### src/rtl/std_fp_div_arb_pkg.sv
// Shared types for the divider arbiter: controller states, error codes and
// the requester-id width helper.
package std_fp_div_arb_pkg;

    typedef enum logic [1:0] {
        IDLE,
        BUSY,
        RESP
    } state_e;

    typedef enum logic [1:0] {
        ERR_NONE    = 2'd0,
        ERR_DIV0    = 2'd1,
        ERR_TIMEOUT = 2'd2
    } err_e;

    // Bits needed to name one of n requesters; never narrower than one bit.
    function automatic int unsigned id_w(input int unsigned n);
        return (n > 1) ? $clog2(n) : 1;
    endfunction

endpackage

### src/rtl/std_fp_div_arbiter_if.sv
// Requester, response and divider-core signals of the shared divider arbiter.
// slave is the arbiter's view; master is the lanes-plus-core side.
interface std_fp_div_arbiter_if #(
    parameter int unsigned WIDTH   = 4,
    parameter int unsigned NUM_REQ = 4
);
    logic [NUM_REQ-1:0]       req_valid;
    logic [NUM_REQ-1:0]       req_ready;
    logic [NUM_REQ*WIDTH-1:0] req_left;
    logic [NUM_REQ*WIDTH-1:0] req_right;
    logic [NUM_REQ-1:0]       rsp_valid;
    logic [NUM_REQ-1:0]       rsp_ready;
    logic [WIDTH-1:0]         rsp_quotient;
    logic [WIDTH-1:0]         rsp_remainder;
    logic [1:0]               rsp_err;
    logic                     div_go;
    logic [WIDTH-1:0]         div_left;
    logic [WIDTH-1:0]         div_right;
    logic                     div_done;
    logic [WIDTH-1:0]         div_quotient;
    logic [WIDTH-1:0]         div_remainder;

    modport slave (
        input  req_valid, req_left, req_right, rsp_ready,
               div_done, div_quotient, div_remainder,
        output req_ready, rsp_valid, rsp_quotient, rsp_remainder, rsp_err,
               div_go, div_left, div_right
    );

    modport master (
        output req_valid, req_left, req_right, rsp_ready,
               div_done, div_quotient, div_remainder,
        input  req_ready, rsp_valid, rsp_quotient, rsp_remainder, rsp_err,
               div_go, div_left, div_right
    );
endinterface

### src/rtl/std_rr_arbiter.sv
// Combinational round-robin pick: first asserted request at or after ptr,
// wrapping. The pointer register lives in the parent.
module std_rr_arbiter
    import std_fp_div_arb_pkg::*;
#(
    parameter int unsigned NUM_REQ = 4,
    localparam int unsigned ID_W   = id_w(NUM_REQ)
) (
    input  logic [NUM_REQ-1:0] req,
    input  logic [ID_W-1:0]    ptr,
    output logic [NUM_REQ-1:0] grant,
    output logic [ID_W-1:0]    grant_idx,
    output logic               grant_valid
);

    always_comb begin
        grant       = '0;
        grant_idx   = '0;
        grant_valid = 1'b0;
        for (int k = 0; k < NUM_REQ; k++) begin
            int unsigned idx;
            idx = (int'(ptr) + k) % NUM_REQ;
            if (!grant_valid && req[idx]) begin
                grant_valid = 1'b1;
                grant[idx]  = 1'b1;
                grant_idx   = ID_W'(idx);
            end
        end
    end

endmodule

### src/rtl/std_fp_div_arbiter.sv
// Shares one multi-cycle fixed-point divider among NUM_REQ requesters, with
// divide-by-zero short-circuit and a watchdog against a hung core.
module std_fp_div_arbiter
    import std_fp_div_arb_pkg::*;
#(
    parameter int unsigned WIDTH          = 4,
    parameter int unsigned FRAC_WIDTH     = 2,
    parameter int unsigned NUM_REQ        = 4,
    parameter int unsigned TIMEOUT_CYCLES = 16
) (
    input logic                 clk,
    input logic                 reset_n,
    std_fp_div_arbiter_if.slave bus
);

    localparam int unsigned ID_W = id_w(NUM_REQ);
    localparam int unsigned WD_W = $clog2(TIMEOUT_CYCLES);

    if (TIMEOUT_CYCLES < WIDTH + FRAC_WIDTH + 2) begin : g_bad_timeout
        $error("TIMEOUT_CYCLES shorter than the core's worst-case latency");
    end

    state_e             state;
    logic [ID_W-1:0]    ptr;
    logic [NUM_REQ-1:0] owner_oh;
    logic [WD_W-1:0]    wd;
    logic               div_go_q;
    logic [WIDTH-1:0]   div_left_q;
    logic [WIDTH-1:0]   div_right_q;
    logic [NUM_REQ-1:0] rsp_valid_q;
    logic [WIDTH-1:0]   rsp_quotient_q;
    logic [WIDTH-1:0]   rsp_remainder_q;
    err_e               rsp_err_q;

    logic [NUM_REQ-1:0] grant;
    logic [ID_W-1:0]    grant_idx;
    logic               grant_valid;
    logic [WIDTH-1:0]   grant_left;
    logic [WIDTH-1:0]   grant_right;
    logic [ID_W-1:0]    next_ptr;

    std_rr_arbiter #(
        .NUM_REQ (NUM_REQ)
    ) u_rr (
        .req         (bus.req_valid),
        .ptr         (ptr),
        .grant       (grant),
        .grant_idx   (grant_idx),
        .grant_valid (grant_valid)
    );

    always_comb begin
        grant_left  = bus.req_left[grant_idx*WIDTH +: WIDTH];
        grant_right = bus.req_right[grant_idx*WIDTH +: WIDTH];
        next_ptr    = (grant_idx == ID_W'(NUM_REQ - 1)) ? '0 : grant_idx + ID_W'(1);
    end

    assign bus.req_ready     = (state == IDLE) ? grant : '0;
    assign bus.div_go        = div_go_q;
    assign bus.div_left      = div_left_q;
    assign bus.div_right     = div_right_q;
    assign bus.rsp_valid     = rsp_valid_q;
    assign bus.rsp_quotient  = rsp_quotient_q;
    assign bus.rsp_remainder = rsp_remainder_q;
    assign bus.rsp_err       = rsp_err_q;

    always_ff @(posedge clk or negedge reset_n) begin
        if (!reset_n) begin
            state           <= IDLE;
            ptr             <= '0;
            owner_oh        <= '0;
            wd              <= '0;
            div_go_q        <= 1'b0;
            div_left_q      <= '0;
            div_right_q     <= '0;
            rsp_valid_q     <= '0;
            rsp_quotient_q  <= '0;
            rsp_remainder_q <= '0;
            rsp_err_q       <= ERR_NONE;
        end else begin
            unique case (state)
                IDLE: begin
                    if (grant_valid) begin
                        owner_oh <= grant;
                        ptr      <= next_ptr;
                        if (grant_right == '0) begin
                            // Answer directly; the core never sees a zero divisor.
                            state           <= RESP;
                            rsp_valid_q     <= grant;
                            rsp_quotient_q  <= '1;
                            rsp_remainder_q <= grant_left;
                            rsp_err_q       <= ERR_DIV0;
                        end else begin
                            state       <= BUSY;
                            div_go_q    <= 1'b1;
                            div_left_q  <= grant_left;
                            div_right_q <= grant_right;
                            wd          <= '0;
                        end
                    end
                end
                BUSY: begin
                    if (bus.div_done) begin
                        state           <= RESP;
                        div_go_q        <= 1'b0;
                        rsp_valid_q     <= owner_oh;
                        rsp_quotient_q  <= bus.div_quotient;
                        rsp_remainder_q <= bus.div_remainder;
                        rsp_err_q       <= ERR_NONE;
                    end else if (wd == WD_W'(TIMEOUT_CYCLES - 1)) begin
                        state           <= RESP;
                        div_go_q        <= 1'b0;
                        rsp_valid_q     <= owner_oh;
                        rsp_quotient_q  <= '0;
                        rsp_remainder_q <= '0;
                        rsp_err_q       <= ERR_TIMEOUT;
                    end else begin
                        wd <= wd + WD_W'(1);
                    end
                end
                RESP: begin
                    if (|(bus.rsp_ready & owner_oh)) begin
                        state       <= IDLE;
                        rsp_valid_q <= '0;
                    end
                end
                default: state <= IDLE;
            endcase
        end
    end

endmodule

### src/flat_wrapper.sv
// flat-port wrapper written by rule: the top's interface ports become plain ports
module std_fp_div_arbiter_flat import std_fp_div_arb_pkg::*;
#(
    parameter int unsigned WIDTH          = 4,
    parameter int unsigned FRAC_WIDTH     = 2,
    parameter int unsigned NUM_REQ        = 4,
    parameter int unsigned TIMEOUT_CYCLES = 16
)
  (clk, reset_n, bus_req_valid, bus_req_left, bus_req_right, bus_rsp_ready, bus_div_done, bus_div_quotient, bus_div_remainder, bus_req_ready, bus_rsp_valid, bus_rsp_quotient, bus_rsp_remainder, bus_rsp_err, bus_div_go, bus_div_left, bus_div_right);
  std_fp_div_arbiter_if #(.WIDTH(WIDTH), .NUM_REQ(NUM_REQ)) bus_i ();
  input logic clk;
  input logic reset_n;
  input wire logic [$bits(bus_i.req_valid)-1:0] bus_req_valid;
  input wire logic [$bits(bus_i.req_left)-1:0] bus_req_left;
  input wire logic [$bits(bus_i.req_right)-1:0] bus_req_right;
  input wire logic [$bits(bus_i.rsp_ready)-1:0] bus_rsp_ready;
  input wire logic [$bits(bus_i.div_done)-1:0] bus_div_done;
  input wire logic [$bits(bus_i.div_quotient)-1:0] bus_div_quotient;
  input wire logic [$bits(bus_i.div_remainder)-1:0] bus_div_remainder;
  output wire logic [$bits(bus_i.req_ready)-1:0] bus_req_ready;
  output wire logic [$bits(bus_i.rsp_valid)-1:0] bus_rsp_valid;
  output wire logic [$bits(bus_i.rsp_quotient)-1:0] bus_rsp_quotient;
  output wire logic [$bits(bus_i.rsp_remainder)-1:0] bus_rsp_remainder;
  output wire logic [$bits(bus_i.rsp_err)-1:0] bus_rsp_err;
  output wire logic [$bits(bus_i.div_go)-1:0] bus_div_go;
  output wire logic [$bits(bus_i.div_left)-1:0] bus_div_left;
  output wire logic [$bits(bus_i.div_right)-1:0] bus_div_right;
  assign bus_i.req_valid = bus_req_valid;
  assign bus_i.req_left = bus_req_left;
  assign bus_i.req_right = bus_req_right;
  assign bus_i.rsp_ready = bus_rsp_ready;
  assign bus_i.div_done = bus_div_done;
  assign bus_i.div_quotient = bus_div_quotient;
  assign bus_i.div_remainder = bus_div_remainder;
  assign bus_req_ready = bus_i.req_ready;
  assign bus_rsp_valid = bus_i.rsp_valid;
  assign bus_rsp_quotient = bus_i.rsp_quotient;
  assign bus_rsp_remainder = bus_i.rsp_remainder;
  assign bus_rsp_err = bus_i.rsp_err;
  assign bus_div_go = bus_i.div_go;
  assign bus_div_left = bus_i.div_left;
  assign bus_div_right = bus_i.div_right;
  std_fp_div_arbiter #(.WIDTH(WIDTH), .FRAC_WIDTH(FRAC_WIDTH), .NUM_REQ(NUM_REQ), .TIMEOUT_CYCLES(TIMEOUT_CYCLES)) u_core (.clk(clk), .reset_n(reset_n), .bus(bus_i));
endmodule
### config.mk
export PLATFORM = sky130hd
export DESIGN_NAME = std_fp_div_arbiter_flat
export DESIGN_NICKNAME = d
export VERILOG_FILES = /design/src/rtl/std_fp_div_arb_pkg.sv /design/src/rtl/std_fp_div_arbiter_if.sv /design/src/rtl/std_rr_arbiter.sv /design/src/rtl/std_fp_div_arbiter.sv /design/src/flat_wrapper.sv
export SDC_FILE = /design/constraint.sdc
export NUM_CORES = 1
export LEC_CHECK = 0
export CORE_AREA = 2 2 73 75
export DETAILED_ROUTE_END_ITERATION = 7
export DIE_AREA = 0 0 75 77
export HOLD_SLACK_MARGIN = 0.02
export PLACE_DENSITY = 0.84
export SLEW_MARGIN = 20
export SYNTH_ARGS = -nofsm -noshare
export SYNTH_HDL_FRONTEND = slang
export SYNTH_SLANG_ARGS = --single-unit
### constraint.sdc
create_clock -name clk -period 7.7 [get_ports clk]
set_clock_uncertainty 0.05 [all_clocks]
set_input_delay 0.77 -clock clk [delete_from_list [all_inputs] [get_ports clk]]
set_output_delay 0.77 -clock clk [all_outputs]
set_load 0.01 [all_outputs]
==> impl_results.md, run 1 <==
- Largest family of logic cells by synthesized area: multiplexers
- Post-synth top area share: 0.362
- Final Max Tran Viols: 0
- Commonest cells in the netlist: dfrtp_1, mux2_2, nand2_1
- Leading area contributor after synthesis: dfrtp_1
- GRT Resource Usage Total: 0.223
- MaxCap Viol Count: 0
- Metal2 WL: 2.89 mm
- Clock Path Buffers: 2
- WHS: about 0.46 ns
- Synth Instances: 240
- Startpoint types: flip-flop
- RSZ-0062 raised after global routing: false
- Mux cell area share after synthesis: 0.235
- Met1 wire length: ~2.6 mm
- Final hold vios: 0
- Final period util: 0.560
- Drt first-iter violations: 99
- Detailed-route vias per instance: 5.59
- Layout cells sized above 1: 0.143
- Initial DRT Pass Iterations: 4
- CTS tree: built
- Netlist Area Pre-Place: about 2400 sq um
- Initial antenna violation count: 0
- WL final: 5.94 mm
- Slew margin rel.: 0.376
- Worst Path Arrival: 3.49 ns
- Drt wl/cell: 15.4 um
- Design area: 3350 sq um
- Pwr/cell area: 412 nW/um^2
- Post-synthesis adder-cell area fraction: 0.0568
- Critical path peak fanout: 17
- Worst slack, placed: 3.54 ns
- P&R area growth vs syn: 38.4%
- Leakage: 1.41 nW
- DR vias: 2,154
- Detail Placement HPWL: roughly 4.5 mm
- Synth cell types: 43
- Synth Area in Compound Gates: 0.191
- Post-synthesis sequential element count: 35
- Most area-consuming cells after synthesis: dfrtp_1, mux2_2, ha_1
- Remaining global-route overflow: 0
- Ys Warns: 0
- Core area: 4980 sq um
- Synth Flop Type: dfrtp_1
- CP required: 6.88 ns
- Clock share of power: 0.124
- Die span in x: between 70 and 80 um
- Routed Antenna Nets: 0
- Min-Delay Path Class: reg2reg
- Sequential share of the synthesized area: 0.362
- FILL cells: 395
- Comb power frac: 0.636
- DRC: 0
- Net load switching power: 0.561 mW
- # setup viols final: 0
- # hold bufs at CTS: 0
- Synthesized Nets: just over 300
- Xor/xnor share of the synthesized area: 0.00362
- CP Class: reg2out
- Slowest-stage cell, CP: dfrtp_1
- First-pass GRT wire length: slightly above 10 mm
- CTS sink count: 35
- Die height: 77 um
- Die area: 5780 sq um
- DR WL met3: 432 um
- Setup TNS: 0 ns
- Crit-path max cell delay: between 0.6 and 0.7 ns
- Vias in the first global route: 2,152
- FFs w/ async S/R, synth: 1.00
- Crit-path cells: inv_1, ha_1, mux4_2, nor2b_1, a22o_1, mux2_2, a21oi_1, nor2_1, clkdlybuf4s50_1
- Core Util, Final: 0.674
- Multi-input logic area: around 1500 sq um
- Avg Cell Area, Syn: 10.1 sq um
- Later-pin clock latency in the skew report: 0.29 ns
- Net count, final: about 380
- Endpoint type of the worst setup path: output port
- Reg area: 876 sq um
- Row count: 26
- CTS Root Cell: clkbuf_8
- Fmax: 232 MHz
- Post-CTS setup buffer count: 0
- Status: finished, final reports clean
- RD Place Congestion: 0.841
- Port Buf Inserts: 77
- Top Layer Used: met4
- Clock transition at path regs: 0.07 ns
- Cell Area, Placed: ~3200 sq um
- # diodes: 0
- Top Ports: 78
- Post-CTS Resized: 0
- Sw frac: 0.407
- H-tree depth: 2
- Largest net degree at the start of global routing: 36
- Most common cell in the synthesized netlist: dfrtp_1
- Setup ws final: roughly 3.4 ns
- Internal Power: ~0.82 mW
- Worst Tran Pin Value: 0.936 ns
- Starting Density: 0.487
- Synth Area in Simple Gates: 0.115
- Min Tclk post-route: approximately 4.3 ns
- Inserted Clock Buffers: 5
- Register share of total power: 0.241
- Max VDD drop: 0.177 mV
- Number of synthesized flops with an enable pin: 0
[power groups by stage]
stage	Combinational [mW]	Clock, mW	Sequential (mW)
2_1_floorplan	0.598	0	0.340
3_3_place_gp	0.850	0	0.333
3_5_place_dp	0.876	0	0.332
4_1_cts	0.881	0.174	0.331
5_1_grt	0.967	0.183	0.344
6_report	0.878	0.170	0.332
[cell type report]
cell class | instances | share of cell area
well taps | 70 | 0.0261
clock inverters | 2 | 0.0104
multi-input cells | 184 | 0.434
inverters | 10 | 0.0112
clock buffers | 6 | 0.0246
flip-flops and latches | 35 | 0.261
repair buffers | 78 | 0.232
[routing by layer]
| layer | GRT usage | vias to the layer above |
|---|---|---|
| met2 | 0.358 | 83 |
| met1 | 0.297 | 1018 |
| met4 | 0.0375 | 0 |
| met3 | 0.0736 | 7 |
| li1 | - | 1046 |
| met5 | 0 | - |
[through the flow]
stage	cells	power [mW]
2_1_floorplan	240	0.938
3_3_place_gp	377	1.18
3_5_place_dp	377	1.21
4_1_cts	385	1.39
5_1_grt	385	1.49
6_report	385	1.38
[flip-flops by register name (all words and copies together) (netlist names)]
register / flops
u_core.bus.div_left: 4
u_core.bus.div_right: 4
u_core.bus.rsp_quotient: 4
u_core.bus.rsp_remainder: 4
u_core.bus.rsp_valid: 4
u_core.owner_oh: 4
u_core.wd: 4
u_core.bus.rsp_err: 2
u_core.ptr: 2
u_core.state: 2
u_core.bus.div_go: 1
[critical path, delay by kind of cell, from the launching register on]
family	cells	cell delay (ns)
buf+inv	2	0.79
flops	1	0.66
mux	2	0.55
fa+ha+maj	1	0.50
simple gates	2	0.45
compound gates	2	0.24
[layout by cell type, fill, tap and decap left out, drive strengths merged]
master          n
a211oi          1
o21ai          18
o31ai           2
a41oi           1
buf             1
dfrtp          35
and2            1
mux2i          13
clkbuf          6
nor3            1
o211ai          2
a21o            4
bufinv          1
a31o            1
inv             9
ha             11
clkinv          2
nor2           16
nand3b          2
a21oi          12
nor2b           3
or3             1
mux4            4
xor2            1
mux2           30
o221ai          4
a222oi          1
a221o           1
a32oi           2
nand2b          1
clkdlybuf4s50  77
nand2          21
a22o           12
o22ai           2
o22a            1
nand3          11
nor4            4
[kinds of logic after synthesis]
group / Yosys count
flops: 35
mux: 47
simple gates: 61
fa+ha+maj: 11
buf+inv: 21
xor+xnor: 1
compound gates: 64
[path summary, 6_finish.rpt]
check | end | cells past startpoint | from | slack (ns)
worst max-delay path | bus_req_ready[2] | 9 | u_core.ptr[0] | 3.39
worst min-delay path | u_core.bus.rsp_valid[0] | 1 | u_core.bus.rsp_valid[0] | 0.46
worst max register to register | u_core.bus.rsp_remainder[2] | 8 | u_core.ptr[0] | 3.81
worst min register to register | u_core.bus.rsp_valid[0] | 1 | u_core.bus.rsp_valid[0] | 0.46
max in group asynchronous | u_core.owner_oh[0] | 2 | reset_n | 6.43
min in group asynchronous | u_core.bus.rsp_quotient[1] | 2 | reset_n | 0.85
No activity file was read; power rests on OpenSTA's default activity.
==> inputs of run 2 (changes only) <==
- CORE_AREA: 2 2 73 75 -> 2 2 79 81
- DIE_AREA: 0 0 75 77 -> 0 0 81 83
- PLACE_DENSITY: 0.84 -> 0.76
- clock period: 7.7 -> 3.83 ns (I/O delays scaled with it)
==> run 2 against run 1 <==
  * Design area is 0.90% higher
  * Critical endpoint unchanged
  * Via count is 0.79% higher
  * Count of clock-buffer cells in the layout rose by 1
  * Total power grew 99%
  * Clock power rose by 74%
  * Worst setup slack got worse by 3.0 ns
  * Hold slack better by 0.0032 ns
  * Final cell count is 2.6% higher
  * Die area is 16% higher
  * Largest cell class unchanged
==> impl_results.md, run 2 (synthesis results as in run 1) <==
- CTS Root Cell: clkbuf_8 (unchanged)
- CTS sink count: 35 (unchanged)
- Design area: 3380 sq um (was 3350 sq um)
- CP required: 3.40 ns (was 6.88 ns)
- P&R area growth vs syn: 39.7% (was 38.4%)
- # diodes: 0 (unchanged)
- Min-Delay Path Class: reg2reg (unchanged)
- GRT Resource Usage Total: 0.180 (was 0.223)
- Top Ports: 78 (unchanged)
- Row count: 28 (was 26)
- Initial DRT Pass Iterations: 4 (unchanged)
- Routed Antenna Nets: 0 (unchanged)
- Die span in x: 81 um (was 75 um)
- DR vias: 2,171 (was 2,154)
- Highest-count cells in the layout ignoring fill and taps: clkdlybuf4s50_1, dfrtp_1, mux2_2 (unchanged)
- Core area: 5820 sq um (was 4980 sq um)
- Detailed-route vias per instance: 5.50 (was 5.59)
- Commonest non-fill, non-tap cell in the layout: clkdlybuf4s50_1 (unchanged)
- RSZ-0062 raised after global routing: false (unchanged)
- Later-pin clock latency in the skew report: 0.28 ns (was 0.29 ns)
- # setup viols final: 0 (unchanged)
- First-pass GRT wire length: 9.60 mm (was 10.1 mm)
- CP Class: reg2out (unchanged)
- Final hold vios: 0 (unchanged)
- Status: finished, final reports clean (unchanged)
- Leakage: 1.42 nW (was 1.41 nW)
- Clock Path Buffers: 2 (unchanged)
- CTS tree: built (unchanged)
- Pwr/cell area: 813 nW/um^2 (was 412 nW/um^2)
- Largest net degree at the start of global routing: 36 (unchanged)
- Vias in the first global route: 2,092 (was 2,152)
- Post-CTS setup buffer count: 0 (unchanged)
- Critical path peak fanout: 9 (was 17)
- Initial antenna violation count: 0 (unchanged)
- Remaining global-route overflow: 0 (unchanged)
- Crit-path cells: inv_1, ha_1, mux4_2, nor2b_1, a22o_1, mux2_2, a21oi_1, nor2_1, clkdlybuf4s50_1 (unchanged)
- Min Tclk post-route: between 3 and 4 ns
- Die height: 83 um (was 77 um)
- Post-CTS Resized: 0 (unchanged)
- FILL cells: 529 (was 395)
- Worst Path Arrival: 3.00 ns (was 3.49 ns)
- Inserted Clock Buffers: 5 (unchanged)
- Setup TNS: 0 ns (unchanged)
- Crit-path max cell delay: 0.57 ns (was 0.66 ns)
- Drt wl/cell: 14.7 um (was 15.4 um)
- Net count, final: 381 (was 376)
- Hold Crit Depth: 1 (unchanged)
- Max VDD drop: 0.422 mV (was 0.177 mV)
- Reg2Reg Depth: 9 (was 8)
- Clock transition at path regs: 0.07 ns (about the same)
- Fmax: 291 MHz
- Port Buf Inserts: 77 (unchanged)
- H-tree depth: 2 (unchanged)
- # hold bufs at CTS: 0 (unchanged)
- MaxCap Viol Count: 0 (unchanged)
- Startpoint types: flip-flop (unchanged)
- Drt first-iter violations: 117 (was 99)
- Final Max Tran Viols: 0 (unchanged)
- Endpoint type of the worst setup path: output port (unchanged)
- RD Place Congestion: 0.837 (was 0.841)
- Crit path from: u_core.ptr[0] (unchanged)
- WL final: 5.81 mm (was 5.94 mm)
- R2r startpoint: u_core.ptr[0] (unchanged)
- Final period util: 0.896
- Slew margin rel.: 0.595 (was 0.376)
- HP Start: u_core.bus.rsp_quotient[0] (was u_core.bus.rsp_valid[0])
- Die area: 6720 sq um (was 5780 sq um)
- Cell Area, Placed: 3280 sq um (was 3240 sq um)
- Detail Placement HPWL: 4.45 mm (was 4.47 mm)
- Layout cells sized above 1: 0.156 (was 0.143)
- DRC: 0 (unchanged)
- Starting Density: 0.417 (was 0.487)
- Slowest-stage cell, CP: clkdlybuf4s50_1 (was dfrtp_1)
- Worst Tran Pin Value: 0.607 ns (was 0.936 ns)
[run 2: per-layer routing]
metal	track usage	routed length (um)
met4	0.0462	65
met2	0.289	2780
met5	0	0
met1	0.233	2570
met3	0.0543	389
[run 2: final timing paths]
path	endpoint	slack, ns
max reg2reg	u_core.bus.rsp_remainder[2]	0.62
max	bus_req_ready[2]	0.40
min	u_core.bus.rsp_quotient[0]	0.46
max in group asynchronous	u_core.bus.div_go	2.95
min in group asynchronous	u_core.bus.rsp_quotient[3]	0.47
min reg2reg	u_core.bus.rsp_quotient[0]	0.46
[run 2: power breakdown]
part           leakage (nW)  internal [mW]  switching [mW]
sequential            0.430          0.534          0.0973
clock                0.0505          0.164           0.131
combinational         0.942          0.937           0.889
total                  1.42           1.63            1.12
[run 2: critical path, delay by kind of cell (launching register included)]
family | cells | cell delay [ns]
AOI/OAI and AO/OA | 2 | 0.22
adders and majority gates | 1 | 0.47
buffers and inverters | 2 | 0.67
DFF | 1 | 0.35
muxes | 2 | 0.55
and+or+nand+nor | 2 | 0.47
[run 2: area by class of cell]
cell class                 count  area, sq um  area share
clock buffer                   7         96.3      0.0285
sequential                    35          876       0.259
timing repair buffer          83          816       0.241
inverter                      10         37.5      0.0111
clock inverter                 1         7.51     0.00222
multi-input combinational    184         1460       0.430
tap                           75         93.8      0.0277
[run 2: stage by stage]
stage / cells / hold WS, ns / total power, mW / setup WS, ns / util
3_5_place_dp: 387 / 0.436 / 2.46 / 0.397 / 0.564
5_1_grt: 395 / 0.480 / 2.97 / 0.204 / 0.582
3_3_place_gp: 387 / 0.433 / 2.43 / 0.497 / 0.564
2_1_floorplan: 240 / 0.0374 / 1.89 / 0.643 / -
4_1_cts: 395 / 0.458 / 2.78 / 0.397 / 0.582
6_report: 395 / 0.458 / 2.75 / 0.399 / 0.582
